$ cat config.mk
export PLATFORM = sky130hd
export DESIGN_NAME = sp_rx8
export DESIGN_NICKNAME = d
export VERILOG_FILES = /design/src/rtl/sp_pkg.sv /design/src/rtl/sp_shift8.sv /design/src/rtl/sp_rx8.sv
export SDC_FILE = /design/constraint.sdc
export NUM_CORES = 1
export LEC_CHECK = 0
export ABC_AREA = 0
export CORE_ASPECT_RATIO = 0.75
export CORE_MARGIN = 3
export CORE_UTILIZATION = 40
export CTS_CLUSTER_SIZE = 14
export DETAILED_ROUTE_END_ITERATION = 10
export PLACE_DENSITY = 0.67
export SLEW_MARGIN = 20
export SYNTH_ARGS = -nofsm -noshare
export SYNTH_HDL_FRONTEND = slang
export SYNTH_SLANG_ARGS = --single-unit
$ cat constraint.sdc
create_clock -name CLK -period 2.55 [get_ports CLK]
set_input_delay 0.3825 -clock CLK [delete_from_list [all_inputs] [get_ports CLK]]
set_output_delay 0.3825 -clock CLK [all_outputs]
set_load 0.1 [all_outputs]
$ cat src/rtl/sp_pkg.sv
// Shared types and constants for the sp_rx8 serial receiver.
package sp_pkg;

  localparam int unsigned BYTE_W      = 8;
  localparam int unsigned BIT_CNT_W   = 3;
  localparam int unsigned COMMA_CNT_W = 3;

  localparam logic [BYTE_W-1:0] SP_COMMA = 8'hBC;

  typedef enum logic [1:0] {
    ST_SEARCH = 2'b00,
    ST_ALIGN  = 2'b01,
    ST_ACTIVE = 2'b10
  } sp_state_e;

  // Comma counter increment that sticks at the alignment target.
  function automatic logic [COMMA_CNT_W-1:0] comma_sat_inc(
    input logic [COMMA_CNT_W-1:0] cnt,
    input logic [COMMA_CNT_W-1:0] limit
  );
    return (cnt >= limit) ? limit : COMMA_CNT_W'(cnt + 1'b1);
  endfunction

endpackage

$ cat src/rtl/sp_shift8.sv
// 8-bit serial-in/parallel-out shift register made of per-bit enabled flops.
module sp_shift8
  import sp_pkg::*;
(
  input  logic              CLK,
  input  logic              RESET_L,
  input  logic              EN,
  input  logic              D,
  output logic [BYTE_W-1:0] Q
);

  logic [BYTE_W-1:0] shift_in;

  assign shift_in = {Q[BYTE_W-2:0], D};

  for (genvar i = 0; i < BYTE_W; i++) begin : g_bit
    always_ff @(posedge CLK or negedge RESET_L) begin
      if (!RESET_L) begin
        Q[i] <= 1'b0;
      end else if (EN) begin
        Q[i] <= shift_in[i];
      end
    end
  end

endmodule

$ cat src/rtl/sp_rx8.sv
// Serial-to-parallel receiver: comma search, alignment, byte emission.
// Build option: define SP_IDLE_FILTER_EN to drop comma bytes once aligned.
module sp_rx8
  import sp_pkg::*;
#(
  parameter logic [BYTE_W-1:0] COMMA       = SP_COMMA,
  parameter int unsigned       ALIGN_COUNT = 4
) (
  input  logic              CLK,
  input  logic              RESET_L,
  input  logic              EN,
  input  logic              D,
  output logic [BYTE_W-1:0] Q,
  output logic              VALID,
  output logic              ACTIVE
);

  localparam logic [COMMA_CNT_W-1:0] ALIGN_CNT = COMMA_CNT_W'(ALIGN_COUNT);
  localparam logic [BIT_CNT_W-1:0]   LAST_BIT  = BIT_CNT_W'(BYTE_W - 1);

  sp_state_e               state_q, state_d;
  logic [BIT_CNT_W-1:0]    bit_cnt_q, bit_cnt_d;
  logic [COMMA_CNT_W-1:0]  comma_cnt_q, comma_cnt_d;
  logic [COMMA_CNT_W-1:0]  comma_next;
  logic [BYTE_W-1:0]       q_d;
  logic                    valid_d;
  logic                    active_d;

  logic [BYTE_W-1:0]       shift;
  logic [BYTE_W-1:0]       window;
  logic                    unused_shift_msb;
  logic                    byte_edge;
  logic                    is_comma;

  sp_shift8 u_shift (
    .CLK     (CLK),
    .RESET_L (RESET_L),
    .EN      (EN),
    .D       (D),
    .Q       (shift)
  );

  // The oldest bit falls out of the window as the new one arrives.
  assign unused_shift_msb = shift[BYTE_W-1];
  assign window           = {shift[BYTE_W-2:0], D};
  assign byte_edge        = (bit_cnt_q == LAST_BIT);
  assign is_comma         = (window == COMMA);
  assign comma_next       = comma_sat_inc(comma_cnt_q, ALIGN_CNT);

  always_ff @(posedge CLK or negedge RESET_L) begin
    if (!RESET_L) begin
      state_q     <= ST_SEARCH;
      bit_cnt_q   <= '0;
      comma_cnt_q <= '0;
      Q           <= '0;
      VALID       <= 1'b0;
      ACTIVE      <= 1'b0;
    end else begin
      state_q     <= state_d;
      bit_cnt_q   <= bit_cnt_d;
      comma_cnt_q <= comma_cnt_d;
      Q           <= q_d;
      VALID       <= valid_d;
      ACTIVE      <= active_d;
    end
  end

  // Next-state and output decode; nothing moves on EN=0 edges except VALID.
  always_comb begin
    state_d     = state_q;
    bit_cnt_d   = bit_cnt_q;
    comma_cnt_d = comma_cnt_q;
    q_d         = Q;
    valid_d     = 1'b0;
    active_d    = ACTIVE;

    if (EN) begin
      case (state_q)
        ST_SEARCH: begin
          if (is_comma) begin
            bit_cnt_d   = '0;
            comma_cnt_d = COMMA_CNT_W'(1);
            state_d     = ST_ALIGN;
          end
        end

        ST_ALIGN: begin
          bit_cnt_d = BIT_CNT_W'(bit_cnt_q + 1'b1);
          if (byte_edge) begin
            if (is_comma) begin
              if (comma_next == ALIGN_CNT) begin
                state_d     = ST_ACTIVE;
                active_d    = 1'b1;
                comma_cnt_d = '0;
              end else begin
                comma_cnt_d = comma_next;
              end
            end else begin
              // Broken run: restart the search from the following bit.
              state_d     = ST_SEARCH;
              comma_cnt_d = '0;
            end
          end
        end

        ST_ACTIVE: begin
          bit_cnt_d = BIT_CNT_W'(bit_cnt_q + 1'b1);
          if (byte_edge) begin
`ifdef SP_IDLE_FILTER_EN
            if (!is_comma) begin
              q_d     = window;
              valid_d = 1'b1;
            end
`else
            q_d     = window;
            valid_d = 1'b1;
`endif
          end
        end

        default: begin
          state_d = ST_SEARCH;
        end
      endcase
    end
  end

endmodule

**Yosys cells after proc, flatten, opt, wreduce, memory -nomap -nowiden**

Index checks and enable logic that the tools add are counted.

- Flip-flop bits (word level): 25
- Input bits: 4
- Output and inout bits: 10

- Add/subtract/negate cells: 2
- Magnitude comparators: 1
- Equal/unequal tests: 8
- Muxes and demuxes: 16
- Bitwise operators: 1
- Reduce and logical (&&, ||, !) cells: 9

Operator list:

| kind | number |
|---|---|
| 3-bit 2-to-1 mux | 6 |
| 3-bit case mux with 2 select lines | 2 |
| 5-bit AND reduction | 2 |
| 8-bit == test, second input constant | 1 |
| 2-bit 2-to-1 mux | 4 |
| 3-bit by 1-bit adder with 3-bit output, second input constant | 2 |
| 3-bit == test, second input constant | 2 |
| 2-bit case mux with 3 select lines | 1 |
| 3-bit AND reduction | 2 |
| 2-bit != test, second input constant | 2 |
| 4-bit AND reduction | 1 |
| 2-bit nonzero test | 2 |
| 3-bit greater-or-equal comparator, second input constant | 1 |
| 1-bit 2-to-1 mux | 3 |
| 3-bit != test, second input constant | 1 |
| 2-bit by 1-bit == test with 1-bit output, second input constant | 1 |
| 2-bit == test, second input constant | 1 |
| 2-bit zero test | 1 |
| 2-bit OR reduction | 1 |
| 1-bit NOT | 1 |

**Logic depth before layout (Yosys ltp)**

- Depth after elaboration: 7
- Gate-level depth with buffers: 6

**By module**

Synthesis repeated with hierarchy kept, for this count alone.

- Cell total of the unflattened synthesis: 86
- Area, all modules: 1,251.2 um^2

Modules (own cells, without submodules):

| module | times used | cells an instance | area an instance (um^2) | sequential area each (um^2) |
|---|---|---|---|---|
| sp_rx8 | 1 | 69 | 919.6 | 450.4 |
| sp_shift8 | 1 | 17 | 331.6 | 200.2 |

**Worst setup path after synthesis**

OpenSTA, ideal clock, no wires.

- Kind: register to register
- Start point: register comma_cnt_q[0]
- End point: register state_q[0]
- Library setup time: 0.086 ns
- Data arrival time: 1.542 ns
- Required time: 2.464 ns
- Path slack: 0.922 ns
- Cell stages (with the launch flop): 7
- Clock period less this slack: 1.628 ns
- Cells stage by stage: dfrtp_1 -> inv_1 -> ha_1 -> nor2b_1 -> a21oi_1 -> a2111o_1 -> o221ai_2

- Cells in the longest elaborated chain, start to end: 5
- Elaborated cells between the ends (all ways): 6
- Classes of those cells: add/sub: 1; order compare: 1; eq/ne: 2; mux: 1; reduce/logical: 1

RTL lines:

| item | RTL line | text |
|---|---|---|
| from (decl) | sp_rx8.sv:23 | `logic [COMMA_CNT_W-1:0] comma_cnt_q, comma_cnt_d;` |
| from (signal assigned) | sp_rx8.sv:61 | `comma_cnt_q <= comma_cnt_d;` |
| 3-bit by 1-bit adder with 3-bit output / 3-bit greater-or-equal comparator (equally long branches) | sp_pkg.sv:21 | `return (cnt >= limit) ? limit : COMMA_CNT_W'(cnt + 1'b1);` |
| 3-bit 2-to-1 mux (*) | sp_pkg.sv:21 |  |
| 3-bit == test (*) | sp_rx8.sv:91 | `if (comma_next == ALIGN_CNT) begin` |
| 3-bit != test (no source line) (*) | -- |  |
| 5-bit AND reduction (no source line) (*) | -- |  |
| to (signal assigned) | sp_rx8.sv:59 | `state_q <= state_d;` |
| to (decl) | sp_rx8.sv:21 | `sp_state_e state_q, state_d;` |

Every way passes the cells marked *; elsewhere a longest branch is shown, timed or not.
A chain may end at the register's enable or synchronous reset.

**Worst setup path after layout**

Same ends and word-level chain as after synthesis.

==> out/metrics.csv <==
metric;value;unit
run status;finished, final reports clean;
DR DRC count;0;
placed cell count;139;
clock sinks;25;
DR WL/cell;13.5;µm
Synthesis Warnings;0;
power per cell area;1100;nW/µm²
number of top-level pins;14;
Num CTS Buffers;3;
Post-Syn Area;1170;µm²
hpwl dp;1390;µm
delay-heaviest family, CP;compound AO/OA/AOI/OAI gates;
top cells by area, synth;dfrtp_1 (53%), mux2_2 (15%), ha_1 (7.5%);
H-tree Lvls;1;
R2R Setup Slk;0.71;ns
routed length on met2;776;µm
first-pass GRT wire length;3330;µm
Non-Filler Instances;143;
DR vias;754;
CTS tree;built;
top_reg_cell synth;dfrtp_1;
Crit path arrival time;2.04;ns
worst skew pair latency;0.27;ns
Util after Layout;50.9;%
Tot Pwr;1.52;mW
final instance area;1380;µm²
antenna-violating nets left;0;
Worst Skew;0.00829;ns
Seq cells post-synth;25;
Port Buffers;13;
post-DR vias/cell;5.27;
layout cells sized above 1;33.6;%
setup bufs post-CTS;0;
cell with the most instances after synthesis;dfrtp_1;
post-synth top area share;53.3;%
die area;3630;µm²
setup tns final;0;ns
Worst-Margin Slew;0.459;ns
Global Route Usage Sum;12.6;%
number of synthesized flops with an enable pin;0;
CP Buf/Inv Count;1;
Die Width;68.5;µm
synth cell count leaders;dfrtp_1 (25), mux2_2 (16), ha_1 (7), inv_1 (7), a22o_1 (4);
Final period util;72.2;%
Worst setup EP type;flop;
slowest cell delay on critical path;0.45;ns
largest net degree at the start of global routing;26;
WL final;1930;µm
Mapped Nets;101;
CORE AREA;2700;µm²
slowest CP cell;a2111o_1;
met3 routed WL;111;µm
post-synth cell types;30;
Max Cap Viol;0;
critical path class;flop to flop;
Synth area leader;dfrtp_1;
Synth Area per Inst;13.0;µm²
startpoint class of the critical path;flop;
Worst EP required;2.75;ns
final net count;119;
clock root buffer;clkbuf_8;
Worst Hold Class;input pin to async pin;
GRT overflow;0;
Final Setup Violations;0;
clock buffer depth;2;
cts hold-fix bufs;0;
antenna diode count;0;
maximum fanout along the worst path;4;
Seq/Total Area, Yosys;53.3;%
post-layout min period;1.84;ns
Post-Synthesis Cells;90;
unrepaired setup endpoints after global routing;false;
Final Hold Fails;0;
drt pass-1 iters;4;
routability congestion estimate;0.729;
leakage power;0.637;nW
vias in the first global route;715;
Max Slew Vio Count;0;
Highest Signal Layer;met4;
routed length on met1;1030;µm
worst path cell trace;inv_1, ha_1, nor2b_1, a21oi_1, a2111o_1, o221ai_2;
CTS resizes;0;
P&R area growth vs syn;17.3;%
fmax;543;MHz
violation count after the first detailed-route iteration;30;
Die Span Y;52.9;µm
FFs w/ async S/R, synth;100;%
worst vdd ir;1060;µV
Max transition margin;69.3;%
area of placed instances;1330;µm²
Initial Utilization;43.4;%
initial antenna violation count;0;
Worst-path clk slew;0.09;ns
Core Rows;16;
## worst paths after layout
path                                start          to  cells after the start
max in group asynchronous         RESET_L      ACTIVE                      2
min reg2reg                        ACTIVE      ACTIVE                      1
max reg2reg                comma_cnt_q[0]  state_q[0]                      6
min                               RESET_L  state_q[0]                      2
max                        comma_cnt_q[0]  state_q[0]                      6
min in group CLK                   ACTIVE      ACTIVE                      1
## routing by layer
| metal | vias up | GRT usage, % |
|---|---|---|
| li1 | 364 | - |
| met1 | 364 | 18.8 |
| met2 | 21 | 17.0 |
| met3 | 5 | 3.82 |
| met4 | 0 | 3.96 |
| met5 | - | 0 |
## per-stage QoR
| stage | setup WS [ns] | hold slack (ns) |
|---|---|---|
| 2_1_floorplan | 0.922 | 0.0869 |
| 3_3_place_gp | 0.561 | 0.458 |
| 3_5_place_dp | 0.533 | 0.474 |
| 4_1_cts | 0.706 | 0.482 |
| 5_1_grt | 0.577 | 0.492 |
| 6_report | 0.709 | 0.463 |
## cell usage in the layout (no fill, tap or decap), types with 2 or more instances in the layout
cell,n
dfrtp_1,25
mux2_2,16
buf_4,12
inv_1,7
ha_1,7
a22o_1,4
a21oi_1,3
clkbuf_8,3
clkdlybuf4s50_1,3
nand3_1,2
nor2_1,2
nor2b_1,2
nand2_1,2
## worst reg2reg max path, stage by stage (launching register included)
cell and delay (ns):
dfrtp_1 0.40, inv_1 0.11, ha_1 0.32, nor2b_1 0.17, a21oi_1 0.15, a2111o_1 0.46
o221ai_2 0.15
## sequential cells by signal (all words and copies together), names as in the netlist
signal / count
Q: 8
bit_cnt_q: 3
u_shift.Q: 7
state_q: 2
VALID: 1
ACTIVE: 1
comma_cnt_q: 3
## logic make-up after synthesis
group / count (synthesis) / share of synthesized area (%)
buffers and inverters: 9 / 2.88
AOI/OAI and AO/OA: 20 / 14.3
DFF: 25 / 53.3
adders and majority gates: 7 / 7.46
muxes: 16 / 15.4
and+or+nand+nor: 13 / 6.72
## area by class of cell
cell class / count / area [µm²]
Tap cell: 36 / 45.0
Clock buffer: 4 / 45.0
Sequential cell: 25 / 626
Fill cell: 241 / 1330
Multi-Input combinational cell: 56 / 514
Timing Repair Buffer: 15 / 120
Inverter: 7 / 26.3
## power breakdown
| group | leakage [nW] | total [mW] | internal (mW) | switching [mW] |
|---|---|---|---|---|
| combinational | 0.309 | 0.721 | 0.177 | 0.544 |
| sequential | 0.305 | 0.560 | 0.499 | 0.0610 |
| clock | 0.0228 | 0.234 | 0.112 | 0.123 |
| total | 0.637 | 1.52 | 0.789 | 0.728 |
Note: power is estimated with default switching activity, not from simulation.
